`src/rtl/puf_ctrl_pkg.sv`:
```
// Shared state encoding and default timing constants for the PUF CRP sequencer.
package puf_ctrl_pkg;

    typedef enum logic [2:0] {
        ST_IDLE  = 3'd0,
        ST_SETUP = 3'd1,
        ST_PRST  = 3'd2,
        ST_GAP   = 3'd3,
        ST_EVAL  = 3'd4,
        ST_OUT   = 3'd5
    } state_t;

    localparam int unsigned DEF_C_BITS       = 8;
    localparam int unsigned DEF_PHASE_CYC    = 10;
    localparam int unsigned DEF_WAIT_PER_BIT = 16;

    // Bits needed to count down from max(a,b)-1 to zero.
    function automatic int unsigned cnt_width(input int unsigned a, input int unsigned b);
        int unsigned m;
        m = (a > b) ? a : b;
        return (m > 1) ? $clog2(m) : 1;
    endfunction

endpackage

```
`src/rtl/puf_resp_sync.sv`:
```
// Two-flop synchronizer bringing the asynchronous PUF response into the clk domain.
module puf_resp_sync (
    input  logic clk,
    input  logic reset,
    input  logic d,
    output logic q
);

    logic meta;

    always_ff @(posedge clk or posedge reset) begin
        if (reset) begin
            meta <= 1'b0;
            q    <= 1'b0;
        end else begin
            meta <= d;
            q    <= meta;
        end
    end

endmodule

```
`src/rtl/puf_crp_sequencer.sv`:
```
// Sweeps a challenge range through reset/launch/evaluate phases of a PUF and
// presents each challenge-response pair on a valid/ready interface.
module puf_crp_sequencer
    import puf_ctrl_pkg::*;
#(
    parameter int unsigned C_BITS    = DEF_C_BITS,
    parameter int unsigned PHASE_CYC = DEF_PHASE_CYC,
    parameter int unsigned WAIT_CYC  = DEF_WAIT_PER_BIT * C_BITS
) (
    input  logic              clk,
    input  logic              reset,
    input  logic              start,
    input  logic              abort,
    input  logic [C_BITS-1:0] start_chal,
    input  logic [C_BITS-1:0] last_chal,
    output logic              puf_reset,
    output logic              puf_enable,
    output logic [C_BITS-1:0] challenge,
    input  logic              puf_resp,
    output logic              crp_valid,
    input  logic              crp_ready,
    output logic [C_BITS-1:0] crp_challenge,
    output logic              crp_resp,
    output logic              busy,
    output logic              done
);

    localparam int unsigned     CNT_W      = cnt_width(PHASE_CYC, WAIT_CYC);
    localparam logic [CNT_W-1:0] PHASE_LOAD = CNT_W'(PHASE_CYC - 1);
    localparam logic [CNT_W-1:0] WAIT_LOAD  = CNT_W'(WAIT_CYC - 1);

    state_t            state;
    logic [CNT_W-1:0]  cnt;
    logic [C_BITS-1:0] last_reg;
    logic              resp_sync;
    logic              phase_end;

    puf_resp_sync u_resp_sync (
        .clk   (clk),
        .reset (reset),
        .d     (puf_resp),
        .q     (resp_sync)
    );

    assign phase_end = (cnt == '0);

    // Sequencer FSM; every output is a register updated alongside the state.
    always_ff @(posedge clk or posedge reset) begin
        if (reset) begin
            state         <= ST_IDLE;
            cnt           <= '0;
            last_reg      <= '0;
            challenge     <= '0;
            puf_reset     <= 1'b0;
            puf_enable    <= 1'b0;
            crp_valid     <= 1'b0;
            crp_challenge <= '0;
            crp_resp      <= 1'b0;
            busy          <= 1'b0;
            done          <= 1'b0;
        end else begin
            done <= 1'b0;
            // Abort wins over everything, including a same-cycle handshake.
            if (abort && (state != ST_IDLE)) begin
                state      <= ST_IDLE;
                puf_reset  <= 1'b0;
                puf_enable <= 1'b0;
                crp_valid  <= 1'b0;
                busy       <= 1'b0;
            end else begin
                case (state)
                    ST_IDLE: begin
                        if (start) begin
                            challenge <= start_chal;
                            last_reg  <= last_chal;
                            cnt       <= PHASE_LOAD;
                            busy      <= 1'b1;
                            state     <= ST_SETUP;
                        end
                    end
                    ST_SETUP: begin
                        if (phase_end) begin
                            puf_reset <= 1'b1;
                            cnt       <= PHASE_LOAD;
                            state     <= ST_PRST;
                        end else begin
                            cnt <= cnt - CNT_W'(1);
                        end
                    end
                    ST_PRST: begin
                        if (phase_end) begin
                            puf_reset <= 1'b0;
                            cnt       <= PHASE_LOAD;
                            state     <= ST_GAP;
                        end else begin
                            cnt <= cnt - CNT_W'(1);
                        end
                    end
                    ST_GAP: begin
                        if (phase_end) begin
                            puf_enable <= 1'b1;
                            cnt        <= WAIT_LOAD;
                            state      <= ST_EVAL;
                        end else begin
                            cnt <= cnt - CNT_W'(1);
                        end
                    end
                    ST_EVAL: begin
                        // Capture happens on the edge that closes the last EVAL cycle.
                        if (phase_end) begin
                            crp_resp      <= resp_sync;
                            crp_challenge <= challenge;
                            crp_valid     <= 1'b1;
                            puf_enable    <= 1'b0;
                            cnt           <= PHASE_LOAD;
                            state         <= ST_OUT;
                        end else begin
                            cnt <= cnt - CNT_W'(1);
                        end
                    end
                    ST_OUT: begin
                        if (crp_ready) begin
                            crp_valid <= 1'b0;
                            if (challenge == last_reg) begin
                                busy  <= 1'b0;
                                done  <= 1'b1;
                                state <= ST_IDLE;
                            end else begin
                                challenge <= challenge + C_BITS'(1);
                                cnt       <= PHASE_LOAD;
                                state     <= ST_SETUP;
                            end
                        end
                    end
                    default: begin
                        state      <= ST_IDLE;
                        puf_reset  <= 1'b0;
                        puf_enable <= 1'b0;
                        crp_valid  <= 1'b0;
                        busy       <= 1'b0;
                    end
                endcase
            end
        end
    end

endmodule

```
`config.mk`:
```
export PLATFORM = sky130hd
export DESIGN_NAME = puf_crp_sequencer
export DESIGN_NICKNAME = d
export VERILOG_FILES = /design/src/rtl/puf_ctrl_pkg.sv /design/src/rtl/puf_resp_sync.sv /design/src/rtl/puf_crp_sequencer.sv
export SDC_FILE = /design/constraint.sdc
export NUM_CORES = 1
export LEC_CHECK = 0
export BUFFER_PORTS_ARGS = -buffer_cell sky130_fd_sc_hd__buf_2
export CAP_MARGIN = 10
export CORE_MARGIN = 8
export CORE_UTILIZATION = 35
export CTS_BUF_LIST = sky130_fd_sc_hd__clkbuf_8
export CTS_CLUSTER_DIAMETER = 50
export DETAILED_ROUTE_END_ITERATION = 6
export PLACE_DENSITY = 0.55
export SLEW_MARGIN = 20
export SYNTH_ARGS = -nofsm -noshare
export SYNTH_HDL_FRONTEND = slang
export SYNTH_SLANG_ARGS = --single-unit
```
`constraint.sdc`:
```
create_clock -name clk -period 1.98 [get_ports clk]
set_input_delay 0.396 -clock clk [delete_from_list [all_inputs] [get_ports clk]]
set_output_delay 0.396 -clock clk [all_outputs]
set_load 0.005 [all_outputs]
```
==> Implementation_results.wiki <==
{| class="wikitable"
! Metric !! Value
|-
| Routability cong. || 0.8381
|-
| Leading post-synthesis cells by cell area || dfrtp_1, mux2_2, o21ai_0, xnor2_1, nor2_1
|-
| Part of the power in registers || 0.299
|-
| Total placed cells including tap cells || 389
|-
| Post-synthesis cell type with the largest combined area || dfrtp_1
|-
| Max-cap violations || 0
|-
| Peak Freq || 524.8 MHz
|-
| Flip-flop and latch count after synthesis || 42
|-
| Net Sw Frac || 0.4146
|-
| Hold crit path type || primary input to asynchronous set/reset pin
|-
| Startpoint of the worst register-to-register path || cnt[2]
|-
| Final-stage net count || 340
|-
| Number of vias in the routed layout || 2188
|-
| Floorplan row count || 30
|-
| H-Tree Level Count || 2
|-
| Req. time, crit path || 2.18 ns
|-
| Vertical die dimension || 99.37 um
|-
| Final Worst Setup Slack || 0.07453 ns
|-
| Final critical path time including I/O delays and setup || 1.905 ns
|-
| # port buffers || 43
|-
| Count of non-filler cells in the finished layout || 397
|-
| Fraction of power consumed by combinational cells || 0.570
|-
| Grt total ovfl || 0
|-
| Die W || 99.37 um
|-
| Part of the Yosys area used for sequential elements || 0.4321
|-
| Layout cell share with drive strength beyond 1 || 0.3943
|-
| R2R depth || 5
|-
| Cells after synthesis || 249
|-
| Number of antenna violations at the first check in global routing || 0
|-
| Fraction of synthesis flops using an asynchronous set or reset pin || 1.000
|-
| CTS Buffer Depth || 2
|-
| Final Hold Viols || 0
|-
| CTS tree || done
|-
| Worst setup skew after layout || 0.009394 ns
|-
| Data arrival at the endpoint of the critical path || 2.11 ns
|-
| Slowest-stage cell, CP || or4_4
|-
| Area fraction of the dominant cell type after synthesis || 0.4321
|-
| Per-cell via count in the routed design || 5.511
|-
| Hold WS || 0.06094 ns
|-
| Type of element launching the critical path || flip-flop
|-
| Overall die area || 0.009873 sq mm
|-
| Largest net degree at the start of global routing || 29
|-
| Remaining antenna violation count after routing || 0
|-
| Count of filler cells inserted in the layout || 674
|-
| Mapped cell area || 0.002432 sq mm
|-
| Number of distinct library cells after synthesis || 60
|-
| Clock Power Share || 0.131
|-
| Root cell of the clock tree || clkbuf_8
|-
| Clock-pin slew of the registers on the worst-case setup and hold paths || 0.09 ns
|-
| Worst IR Drop VDD || 668.9 uV
|-
| Cell-internal power || 2.610 mW
|-
| Measured slew at the worst slew-check pin || 0.5641 ns
|-
| Clock sink count || 42
|-
| Clock network latency to the later pin of the worst-skew pair || 0.31 ns
|-
| Number of buffers added to fix hold violations after cts || 0
|-
| Per-instance average area after synthesis || 9.768 sq um
|-
| Gr usage total || 0.1379
|-
| Post-Place Setup Slack || -0.0001416 ns
|-
| Switching component of the power || 1.849 mW
|-
| Floorplan Core Area || 0.006756 sq mm
|-
| Total iterations of the first detailed-routing run || 4
|-
| Count of inserted antenna diode cells || 0
|-
| Initial cell density of the core || 0.3600
|-
| Maximum single-stage delay on the critical path || 0.58 ns
|-
| Setup slack on the worst flop-to-flop path || 0.07 ns
|-
| EDFF count, synth || 0
|-
| Kind of end point of the critical path || flip-flop
|-
| Post-route setup TNS || 0 ns
|-
| Unrepaired setup endpoints after global routing || no
|-
| # setup viols final || 0
|-
| Post-Syn Nets || 273
|-
| Post-route DRC violation count || 0
|-
| Final WL || 6745 um
|-
| HPWL after detailed placement || 4983 um
|-
| Starting DRT DRC Count || 89
|-
| Destination of the worst register-to-register timing path || cnt[2]
|-
| Largest delay share family, worst path || compound AO/OA/AOI/OAI gates
|-
| Leak || 1.449 nW
|-
| Slew HR || 0.6216
|-
| Commonest non-fill, non-tap cells in the layout || buf_2, dfrtp_1, buf_4
|-
| Warnings, synthesis || 0
|-
| Crit path depth || 5
|-
| Synth-to-Final Area Change || 29.06%
|-
| First-pass GRT wire length || 10990 um
|-
| Slew Viols, Final || 0
|-
| I/O pin count || 44
|-
| Utilization of the core after routing || 0.4646
|-
| Run status || finished, final reports clean
|-
| Max Fanout on Critical Path || 5
|-
| Number of buffer and inverter instances along the worst setup path || 0
|-
| Vias in the first global route || 2230
|-
| Period Utilization, post-route || 0.9624
|-
| Pwr per Cell Area || 1420 mW/mm^2
|-
| Most common library cell in the layout ignoring fill and taps || buf_2
|-
| Worst setup path category || flip-flop to flip-flop
|-
| Total clock buffers created by CTS || 5
|-
| Ys flop type || dfrtp_1
|-
| Routed length per placed instance || 16.99 um
|-
| Cell-by-cell listing of the critical path || or4_4 > o31ai_2 > o21ai_1 > a211o_1 > a32o_1
|}
-- cells by family after synthesis --
family	after synthesis	synth area share
buffers and inverters	30	0.05195
muxes	18	0.08333
xor gates and xnor gates	9	0.03241
AOI/OAI and AO/OA	72	0.2114
and+or+nand+nor	76	0.1785
DFF	42	0.4321
adders and majority gates	2	0.01029
-- synthesized netlist by cell type (all sizes together) (3+ instances only) --
| cell type | n |
|---|---|
| nor3 | 5 |
| xnor2 | 8 |
| o22ai | 5 |
| a21oi | 10 |
| nand2b | 6 |
| nor2b | 4 |
| a211oi | 3 |
| nor2 | 18 |
| mux2 | 18 |
| o21ai | 16 |
| inv | 12 |
| clkbuf | 11 |
| o31ai | 7 |
| dfrtp | 42 |
| a31oi | 3 |
| nand2 | 11 |
| nand3 | 6 |
| nor4 | 3 |
| or3 | 4 |
| buf | 7 |
| nand4 | 3 |
| a221oi | 3 |
| or2 | 4 |
-- power by group through the flow --
stage / Sequential (mW) / Clock (mW) / Combinational [mW]
after floorplan: 1.36 / 0 / 1.56
after global placement: 1.34 / 0 / 2.41
after detailed placement: 1.34 / 0 / 2.43
after CTS: 1.33 / 0.616 / 2.45
after global routing: 1.37 / 0.635 / 2.80
final: 1.33 / 0.584 / 2.54
-- stage by stage --
| step | total power, mW | cell area (sq um) |
|---|---|---|
| 2_1_floorplan | 2.915 | 2445 |
| 3_3_place_gp | 3.754 | 2985 |
| 3_5_place_dp | 3.775 | 2985 |
| 4_1_cts | 4.392 | 3075 |
| 5_1_grt | 4.800 | 3139 |
| 6_report | 4.458 | 3139 |
-- layout make-up --
| type | count | area (sq um) | share of cell area |
|---|---|---|---|
| well taps | 80 | 100.1 | 0.03189 |
| multi-input cells | 177 | 1321 | 0.4209 |
| repair buffers | 78 | 531.8 | 0.1694 |
| clock inverters | 3 | 21.27 | 0.006776 |
| inverters | 12 | 45.04 | 0.01435 |
| clock buffers | 5 | 68.82 | 0.02192 |
| flip-flops and latches | 42 | 1051 | 0.3348 |
-- worst max path at each step --
stage	to	startpoint	slack [ns]
after floorplan	challenge[3]	state[2]	-0.01
after global placement	challenge[3]	start	0.04
after detailed placement	challenge[3]	start	-0.0001
after CTS	challenge[4]	state[2]	0.003
after global routing	challenge[4]	state[1]	0.003
final	cnt[2]	cnt[2]	0.07
-- repair_timing --
item                       in CTS  in global routing
hold endpoints to repair        0                  0
setup endpoints to repair       0                 20
gates resized for setup         0                 16
setup buffers                   0                  0
-- layer usage --
| layer | vias to the layer above | global-route usage | part of all wire |
|---|---|---|---|
| met5 | - | 0 | 0 |
| met4 | 0 | 0.05239 | 0.015 |
| met3 | 10 | 0.03841 | 0.053 |
| met2 | 56 | 0.2118 | 0.45 |
| met1 | 1060 | 0.1791 | 0.48 |
| li1 | 1062 | - | - |
(Power assumes the default switching activity.)
